<file path="src/rtl/console_tx_buffer.sv">
// Buffered, rate-paced console write front end: CPU character writes land in a FIFO and are
// drained to the console one write every DrainDiv cycles; a halt request is sent once drained.
module console_tx_buffer #(
  parameter int unsigned Depth    = 16,
  parameter int unsigned DrainDiv = 4
) (
  input  logic        clk_i,
  input  logic        rst_i,
  input  logic        req_i,
  input  logic        we_i,
  input  logic [31:0] addr_i,
  input  logic [31:0] wdata_i,
  output logic        gnt_o,
  output logic        rvalid_o,
  output logic [31:0] rdata_o,
  output logic        con_req_o,
  output logic        con_we_o,
  output logic [31:0] con_addr_o,
  output logic [31:0] con_wdata_o
);

  localparam int unsigned AW       = $clog2(Depth);
  localparam int unsigned CntW     = (DrainDiv > 2) ? $clog2(DrainDiv) : 1;
  localparam int unsigned PaceLast = (DrainDiv > 1) ? DrainDiv - 2 : 0;

  typedef enum logic [1:0] {StIdle, StPace, StHaltSend, StDone} state_e;

  state_e            state_q, state_d;
  logic [CntW-1:0]   cnt_q, cnt_d;
  logic [7:0]        mem_q [Depth];
  logic [AW-1:0]     wptr_q, rptr_q;
  logic [AW:0]       level_q;
  logic              halt_q;
  logic              rvalid_q;
  logic [31:0]       rdata_q;

  logic is_tx, is_ctl, is_stat;
  logic full, empty, push, pop, set_halt, rd;
  logic [7:0]  level8;
  logic [31:0] status;
  logic        unused_bits;

  assign is_tx   = (addr_i[7:0] == 8'h04);
  assign is_ctl  = (addr_i[7:0] == 8'h08);
  assign is_stat = (addr_i[7:0] == 8'h0C);

  // full/empty come from the registered count, so a same-cycle pop cannot unblock a push
  assign full  = (level_q == (AW+1)'(Depth));
  assign empty = (level_q == '0);

  assign gnt_o    = req_i & ~(we_i & is_tx & full & ~halt_q);
  assign push     = req_i & we_i & is_tx & ~full & ~halt_q;
  assign set_halt = req_i & we_i & is_ctl & wdata_i[0];
  assign rd       = req_i & ~we_i;

  assign level8 = 8'(level_q);
  assign status = {16'b0, level8, 5'b0, halt_q, full, empty};

  assign rvalid_o = rvalid_q;
  assign rdata_o  = rdata_q;

  assign unused_bits = ^{addr_i[31:8], wdata_i[31:8]};

  always_comb begin
    state_d     = state_q;
    cnt_d       = cnt_q;
    pop         = 1'b0;
    con_req_o   = 1'b0;
    con_we_o    = 1'b0;
    con_addr_o  = 32'h0;
    con_wdata_o = 32'h0;
    unique case (state_q)
      StIdle: begin
        if (!empty) begin
          pop         = 1'b1;
          con_req_o   = 1'b1;
          con_we_o    = 1'b1;
          con_addr_o  = 32'h4;
          con_wdata_o = {24'b0, mem_q[rptr_q]};
          if (DrainDiv > 1) begin
            state_d = StPace;
            cnt_d   = '0;
          end
        end else if (halt_q) begin
          state_d = StHaltSend;
        end
      end
      StPace: begin
        if (cnt_q == CntW'(PaceLast)) begin
          state_d = StIdle;
        end else begin
          cnt_d = cnt_q + 1'b1;
        end
      end
      StHaltSend: begin
        con_req_o   = 1'b1;
        con_we_o    = 1'b1;
        con_addr_o  = 32'h8;
        con_wdata_o = 32'h1;
        state_d     = StDone;
      end
      StDone: ;
      default: state_d = StIdle;
    endcase
  end

  always_ff @(posedge clk_i) begin
    if (push) begin
      mem_q[wptr_q] <= wdata_i[7:0];
    end
  end

  always_ff @(posedge clk_i) begin
    if (rst_i) begin
      state_q  <= StIdle;
      cnt_q    <= '0;
      wptr_q   <= '0;
      rptr_q   <= '0;
      level_q  <= '0;
      halt_q   <= 1'b0;
      rvalid_q <= 1'b0;
      rdata_q  <= 32'h0;
    end else begin
      state_q <= state_d;
      cnt_q   <= cnt_d;
      if (push) begin
        wptr_q <= wptr_q + 1'b1;
      end
      if (pop) begin
        rptr_q <= rptr_q + 1'b1;
      end
      unique case ({push, pop})
        2'b10:   level_q <= level_q + 1'b1;
        2'b01:   level_q <= level_q - 1'b1;
        default: level_q <= level_q;
      endcase
      if (set_halt) begin
        halt_q <= 1'b1;
      end
      rvalid_q <= rd;
      rdata_q  <= (rd && is_stat) ? status : 32'h0;
    end
  end

endmodule

</file>
<file path="config.mk">
export PLATFORM = sky130hd
export DESIGN_NAME = console_tx_buffer
export DESIGN_NICKNAME = d
export VERILOG_FILES = /design/src/rtl/console_tx_buffer.sv
export SDC_FILE = /design/constraint.sdc
export NUM_CORES = 1
export LEC_CHECK = 0
export CAP_MARGIN = 25
export CELL_PAD_IN_SITES_DETAIL_PLACEMENT = 0
export CELL_PAD_IN_SITES_GLOBAL_PLACEMENT = 1
export CORE_MARGIN = 5
export CORE_UTILIZATION = 25
export CTS_CLUSTER_SIZE = 28
export DETAILED_ROUTE_END_ITERATION = 12
export PLACE_DENSITY = 0.55
export SLEW_MARGIN = 20
export SYNTH_ARGS = -nofsm -noshare
export SYNTH_HDL_FRONTEND = slang
export SYNTH_SLANG_ARGS = --single-unit
</file>
<file path="constraint.sdc">
create_clock -name clk_i -period 5.6 [get_ports clk_i]
set_clock_uncertainty 0.05 [all_clocks]
set_input_delay 1.12 -clock clk_i [delete_from_list [all_inputs] [get_ports clk_i]]
set_output_delay 1.12 -clock clk_i [all_outputs]
set_load 0.005 [all_outputs]
</file>
; ---- After elaboration in Yosys (flattened, before gate mapping)
; Memory sizes are Yosys's and may differ from the RTL's. A register that Yosys moved wholly into a read port is not among the register bits.
; Index checks and enable logic that the tools add are counted.
[op_classes]
bitwise = 16
n_lt_le_gt_ge = 0
n_eq_ne = 13
mux = 19
reduce_logical = 9
addsub = 5
n_mul = 0
shift = 0
n_div = 0
[ops]
columns = operator, count
row1 = 8-bit by 4-bit == test with 1-bit output (second input constant), 2
row2 = 8-bit case mux with 2 select lines, 1
row3 = 1-bit bitwise AND, 11
row4 = 2-bit 2-to-1 mux, 5
row5 = 5-bit case mux with 2 select lines, 1
row6 = 4-bit by 1-bit adder with 4-bit output (second input constant), 2
row7 = 8-bit by 3-bit == test with 1-bit output (second input constant), 1
row8 = 4-bit 2-to-1 mux, 2
row9 = 8-bit 2-to-1 mux, 1
row10 = 4-bit case mux with 2 select lines, 1
row11 = 2-bit == test (second input constant), 3
row12 = 2-bit inequality test (second input constant), 3
row13 = 2-bit case mux with 3 select lines, 1
row14 = 3-bit AND reduction, 2
row15 = 5-bit by 1-bit adder with 5-bit output (second input constant), 1
row16 = 5-bit == test (second input constant), 1
row17 = 5-bit zero test, 1
row18 = 1-bit NOT, 5
row19 = 5-bit by 1-bit subtractor with 5-bit output (second input constant), 1
row20 = 2-bit by 1-bit == test with 1-bit output (second input constant), 2
row21 = 1-bit 2-to-1 mux, 4
row22 = 2-bit case mux with 2 select lines, 1
row23 = 2-bit nonzero test, 2
row24 = 3-bit 2-to-1 mux, 1
row25 = 7 further kinds, 7
[word_totals]
latch_bits = 0
n_memories = 1
ram_bits = 128
mem_bits_ro = 0
input_bits = 68
wordCells = 72
ff_bits = 51
[memory_table]
columns = memory, depth, width, rd, rd_clocked_by_memory_dff, wr, line_no
row1 = mem_q, 16, 8, 1, 1, 1, 30  ; logic [7:0] mem_q [Depth];

; ---- Logic depth before layout (Yosys ltp)
[logic_depth]
depth_word = 6
mapped_depth = 14

; ---- Worst setup path after synthesis
; No wires, ideal clock.
[synth_path]
path_kind = input-to-reg
start = input port addr_i[1]
end = register level_q[4]
arrival_time_ns = 3.842
setup_time_ns = 0.121
path_buffers = 2
path_slack_ns = 1.587
required_time_ns = 5.429
cell_stages = 13
path_cell_list = nor4_1 -> nand3_1 -> nor2_2 -> clkbuf_1 -> inv_1 -> ha_1 -> clkbuf_1 -> xor2_1 -> ha_1 -> o21a_1 -> o21a_1 -> o32ai_1 -> mux2_2
[synth_via]
elab_chain_len = 6
word_cells_on_any_way = 8
classes_between = 3 x eq/ne / 1 x mux / 3 x bitwise / 1 x reduce/logical
[synth_rtl]
columns = element, line_no
row1 = "start, declared", 11  ; input logic [31:0] addr_i,
row2 = 8-bit by 3-bit == test with 1-bit output *, 43  ; assign is_tx = (addr_i[7:0] == 8'h04);
row3 = 1-bit bitwise AND * (3 in series), 52  ; assign push = req_i & we_i & is_tx & ~full & ~halt_q;
row4 = 2-bit by 1-bit == test with 1-bit output or 2-bit == test (tied branches), 132  ; unique case ({push, pop})
row5 = 5-bit case mux with 2 select lines or 2-bit nonzero test (tied branches), n/a
row6 = "end signal, assigned", 133  ; 2'b10: level_q <= level_q + 1'b1;
row7 = "end signal, assigned", 134  ; 2'b01: level_q <= level_q - 1'b1;
row8 = "end signal, assigned", 135  ; default: level_q <= level_q;
row9 = "end, declared", 32  ; logic [AW:0] level_q;
; Mark *: on every way between the ends. The rest lies on a longest branch, timed or not.
; A chain may end at the register's enable or synchronous reset.

; ---- Worst setup path after layout
[layout_path]
start = input port addr_i[2]
end = register level_q[4]
; Same word-level chain as after synthesis.

==> metrics.md <==
| Metric | Value |
|---|---|
| Status | finished, final reports clean |
| Startpoint types | primary input |
| Final instance area | 8200 um^2 |
| ANT nets after route | 0 |
| Hold_sp | rptr_q[1]$_SDFFE_PP0N_ |
| Flop2flop setup slack | 2.07 ns |
| Period minus WS final | 4.33 ns |
| Synth Area in Compound Gates | 5.52% |
| Critical Path Sink Type | register |
| Worst rel slew slack | 37.3% |
| Simple-Gate Fraction of Synth Area | 7.51% |
| Maximum root-to-sink buffer count | 2 |
| I/O pin count | 168 |
| Max Slew Vio Count | 0 |
| Vias in the first global route | 3854 |
| Hold buffer count at cts | 0 |
| First-pass GRT wire length | 22600 um |
| Power per cell area | 396 nW/um^2 |
| Syn_area_per_cell | 14.9 um^2 |
| Reg2reg path depth | 10 |
| R2R Path Start | level_q[1]$_SDFFE_PP0P_ |
| Site Rows | 61 |
| Iteration count of the initial detailed-routing pass | 5 |
| Non-Filler Instances | 910 |
| Final hold viol count | 0 |
| CTS sink count | 159 |
| Gpl congestion | 0.714 |
| Netlist cell types | 56 |
| P_int | 2.27 mW |
| Setup Crit Path Kind | in2reg |
| Ant diodes | 0 |
| Die area | 31900 um^2 |
| Synth Flop Type | edfxtp_1 |
| Worst Hold Path EP | rptr_q[1]$_SDFFE_PP0N_ |
| H-Tree Depth | 4 |
| Post-DP Area | 7610 um^2 |
| Initial antenna violation count | 0 |
| Cell Area, Synth | 7100 um^2 |
| Worst-Skew Late Latency | 0.43 ns |
| DP Worst Slack | 0.820 ns |
| DRC violations left | 0 |
| Die width | 179 um |
| Setup TNS after final layout | 0 ns |
| Share of layout cells above drive strength 1 | 14.3% |
| Largest fanout on the critical path | 18 |
| Num CTS Buffers | 17 |
| Number of flops mapped to enable cells by yosys | 128 |
| CTS tree | yes |
| Main combinational cell family by area after synthesis | multiplexers |
| Total track usage | 9.54% |
| Max capacitance violation total | 0 |
| Sequential Power Share | 41.8% |
| Worst vdd ir | 180 uV |
| Ys async rst share | 0% |
| Syn. warnings | 0 |
| HPWL after detailed placement | 10000 um |
| Hold Path Stages | 2 |
| # Post-CTS Setup Buffers | 0 |
| CP arrival | 4.61 ns |
| Drt initial violations | 234 |
| Logic pwr share | 24.8% |
| Root Buffer | clkbuf_16 |
| Total wire length | 14900 um |
| Pin slew with the least headroom to its limit | 0.937 ns |
| Cells after DPL | 877 |
| Final worst path period share | 77.4% |
| Clock Pin Slew Worst Setup and Hold Paths | 0.07 ns |
| Global route overflow | 0 |
| PortBufs | 41 |
| Clock share of power | 33.4% |
| Worst Path Required | 5.87 ns |
| Setup violators final | 0 |
| Initial Util | 25.4% |
| Layout Utilization | 29.3% |
| Max Freq | 231 MHz |
| Reg-to-Reg End | level_q[4]$_SDFFE_PP0P_ |
| Largest net degree at the start of global routing | 28 |
| Setup ws final | 1.27 ns |
| Mapped Cells | 476 |
| Vias per cell | 4.07 |
| Seq/Total Area, Yosys | 62.9% |
| Net Sw Power | 0.973 mW |
| Lkg Pwr | 2.83 nW |
| Cells resized by post-CTS repair | 0 |
| Sw Ratio | 30.0% |
| RSZ-0062 raised after global routing | no |
| Adder-Cell Fraction of Synth Area | 2.47% |
| Layout area overhead | 15.4% |
| Routed wire per std cell | 16.4 um |
| Vias | 3706 |
| Register bit total from synthesis | 159 |
| Core Box Area | 27900 um^2 |
| Synth Area in XOR/XNOR | 0.864% |
| Fin nets | 601 |
| Worst hold path class | reg2reg |
| Mux cell area share after synthesis | 10.4% |
| Die height | 179 um |
==> layout by cell type (no fill, tap or decap), types with 4 or more instances in the layout <==
master and count:
nand2b_1 7, dfxtp_1 30, nor2b_1 4, nor3_1 7, o22ai_1 14, and2_1 9
xor2_1 6, nand2_1 7, inv_6 5, and3_1 21, ha_1 14, inv_1 12
clkdlybuf4s50_1 41, nor2_1 18, mux4_2 31, edfxtp_1 128, o21ai_0 7, conb_1 78
a21oi_1 7, clkbuf_16 17, nand3_1 5
==> final cells by class <==
type | count | area (um^2)
fill | 2847 | 19700
sequential | 159 | 4470
multi-input combinational | 283 | 2190
tap | 378 | 473
timing repair buffer | 45 | 460
clock buffer | 18 | 429
clock inverter | 14 | 125
inverter | 13 | 48.8
==> synthesized netlist by cell type (4+ instances only) <==
| master | number | area, um^2 |
|---|---|---|
| a21oi_1 | 7 | 35.0 |
| and2_1 | 9 | 56.3 |
| and3_1 | 21 | 131 |
| buf_2 | 8 | 40.0 |
| buf_4 | 79 | 593 |
| clkbuf_1 | 10 | 37.5 |
| dfxtp_1 | 31 | 621 |
| edfxtp_1 | 128 | 3840 |
| ha_1 | 14 | 175 |
| inv_1 | 12 | 45.0 |
| mux4_2 | 31 | 698 |
| nand2_1 | 7 | 26.3 |
| nand2b_1 | 7 | 43.8 |
| nand3_1 | 5 | 25.0 |
| nor2_1 | 18 | 67.6 |
| nor2b_1 | 4 | 25.0 |
| nor3_1 | 7 | 35.0 |
| o21ai_0 | 7 | 35.0 |
| o22ai_1 | 14 | 87.6 |
| xor2_1 | 6 | 52.6 |
==> registers in the layout (all words and copies together), names as in the netlist, named ones only <==
name,flops
halt_q,1
wptr_q,4
rvalid_o,1
state_q,2
cnt_q,2
level_q,5
rdata_o,8
mem_q,128
rptr_q,4
==> per-stage QoR <==
step	hold slack (ns)	total power, mW
detailed placement	0.449	2.19
floorplan	0.413	1.92
global route	0.490	3.42
global placement	0.436	2.17
finish	0.457	3.24
CTS	0.459	3.28
==> worst max-delay path by stage <==
stage	start	end	slack, ns	cells after the start
after floorplan	addr_i[1]	level_q[4]$_SDFFE_PP0P_	1.59	13
after global placement	addr_i[1]	level_q[4]$_SDFFE_PP0P_	0.82	12
after detailed placement	addr_i[2]	level_q[4]$_SDFFE_PP0P_	0.82	12
after CTS	register	con_wdata_o[6]	1.21	5
after global routing	addr_i[2]	level_q[4]$_SDFFE_PP0P_	0.83	12
final	addr_i[2]	level_q[4]$_SDFFE_PP0P_	1.27	12
==> power by group through the flow <==
stage,combinational [mW],clock [mW],sequential [mW]
final,0.805,1.08,1.35
after global routing,0.897,1.16,1.36
after CTS,0.799,1.11,1.37
after detailed placement,0.795,0,1.39
after global placement,0.778,0,1.39
after floorplan,0.582,0,1.34
==> routing by layer <==
metal  part of all wire, %  track usage [%]
met5                     0                0
met4                  0.66             2.11
met3                   6.0             3.14
met2                    48             15.5
met1                    45             12.5
==> logic make-up after synthesis <==
group	after synthesis
muxes	35
AOI/OAI and AO/OA	55
and+or+nand+nor	94
adders and majority gates	14
buffers and inverters	111
other	1
DFF	159
xor gates and xnor gates	7
==> critical path: stages <==
cell and delay, ns:
clkdlybuf4s50_1 0.50, nor4bb_1 0.33, nand3_1 0.25, nor2_2 0.49, inv_1 0.15, ha_1 0.35, xor2_1 0.19, ha_1 0.23
o21a_1 0.18, o21a_1 0.17, o32ai_1 0.26, mux2_2 0.37
Power figures use the tool's default switching activity.
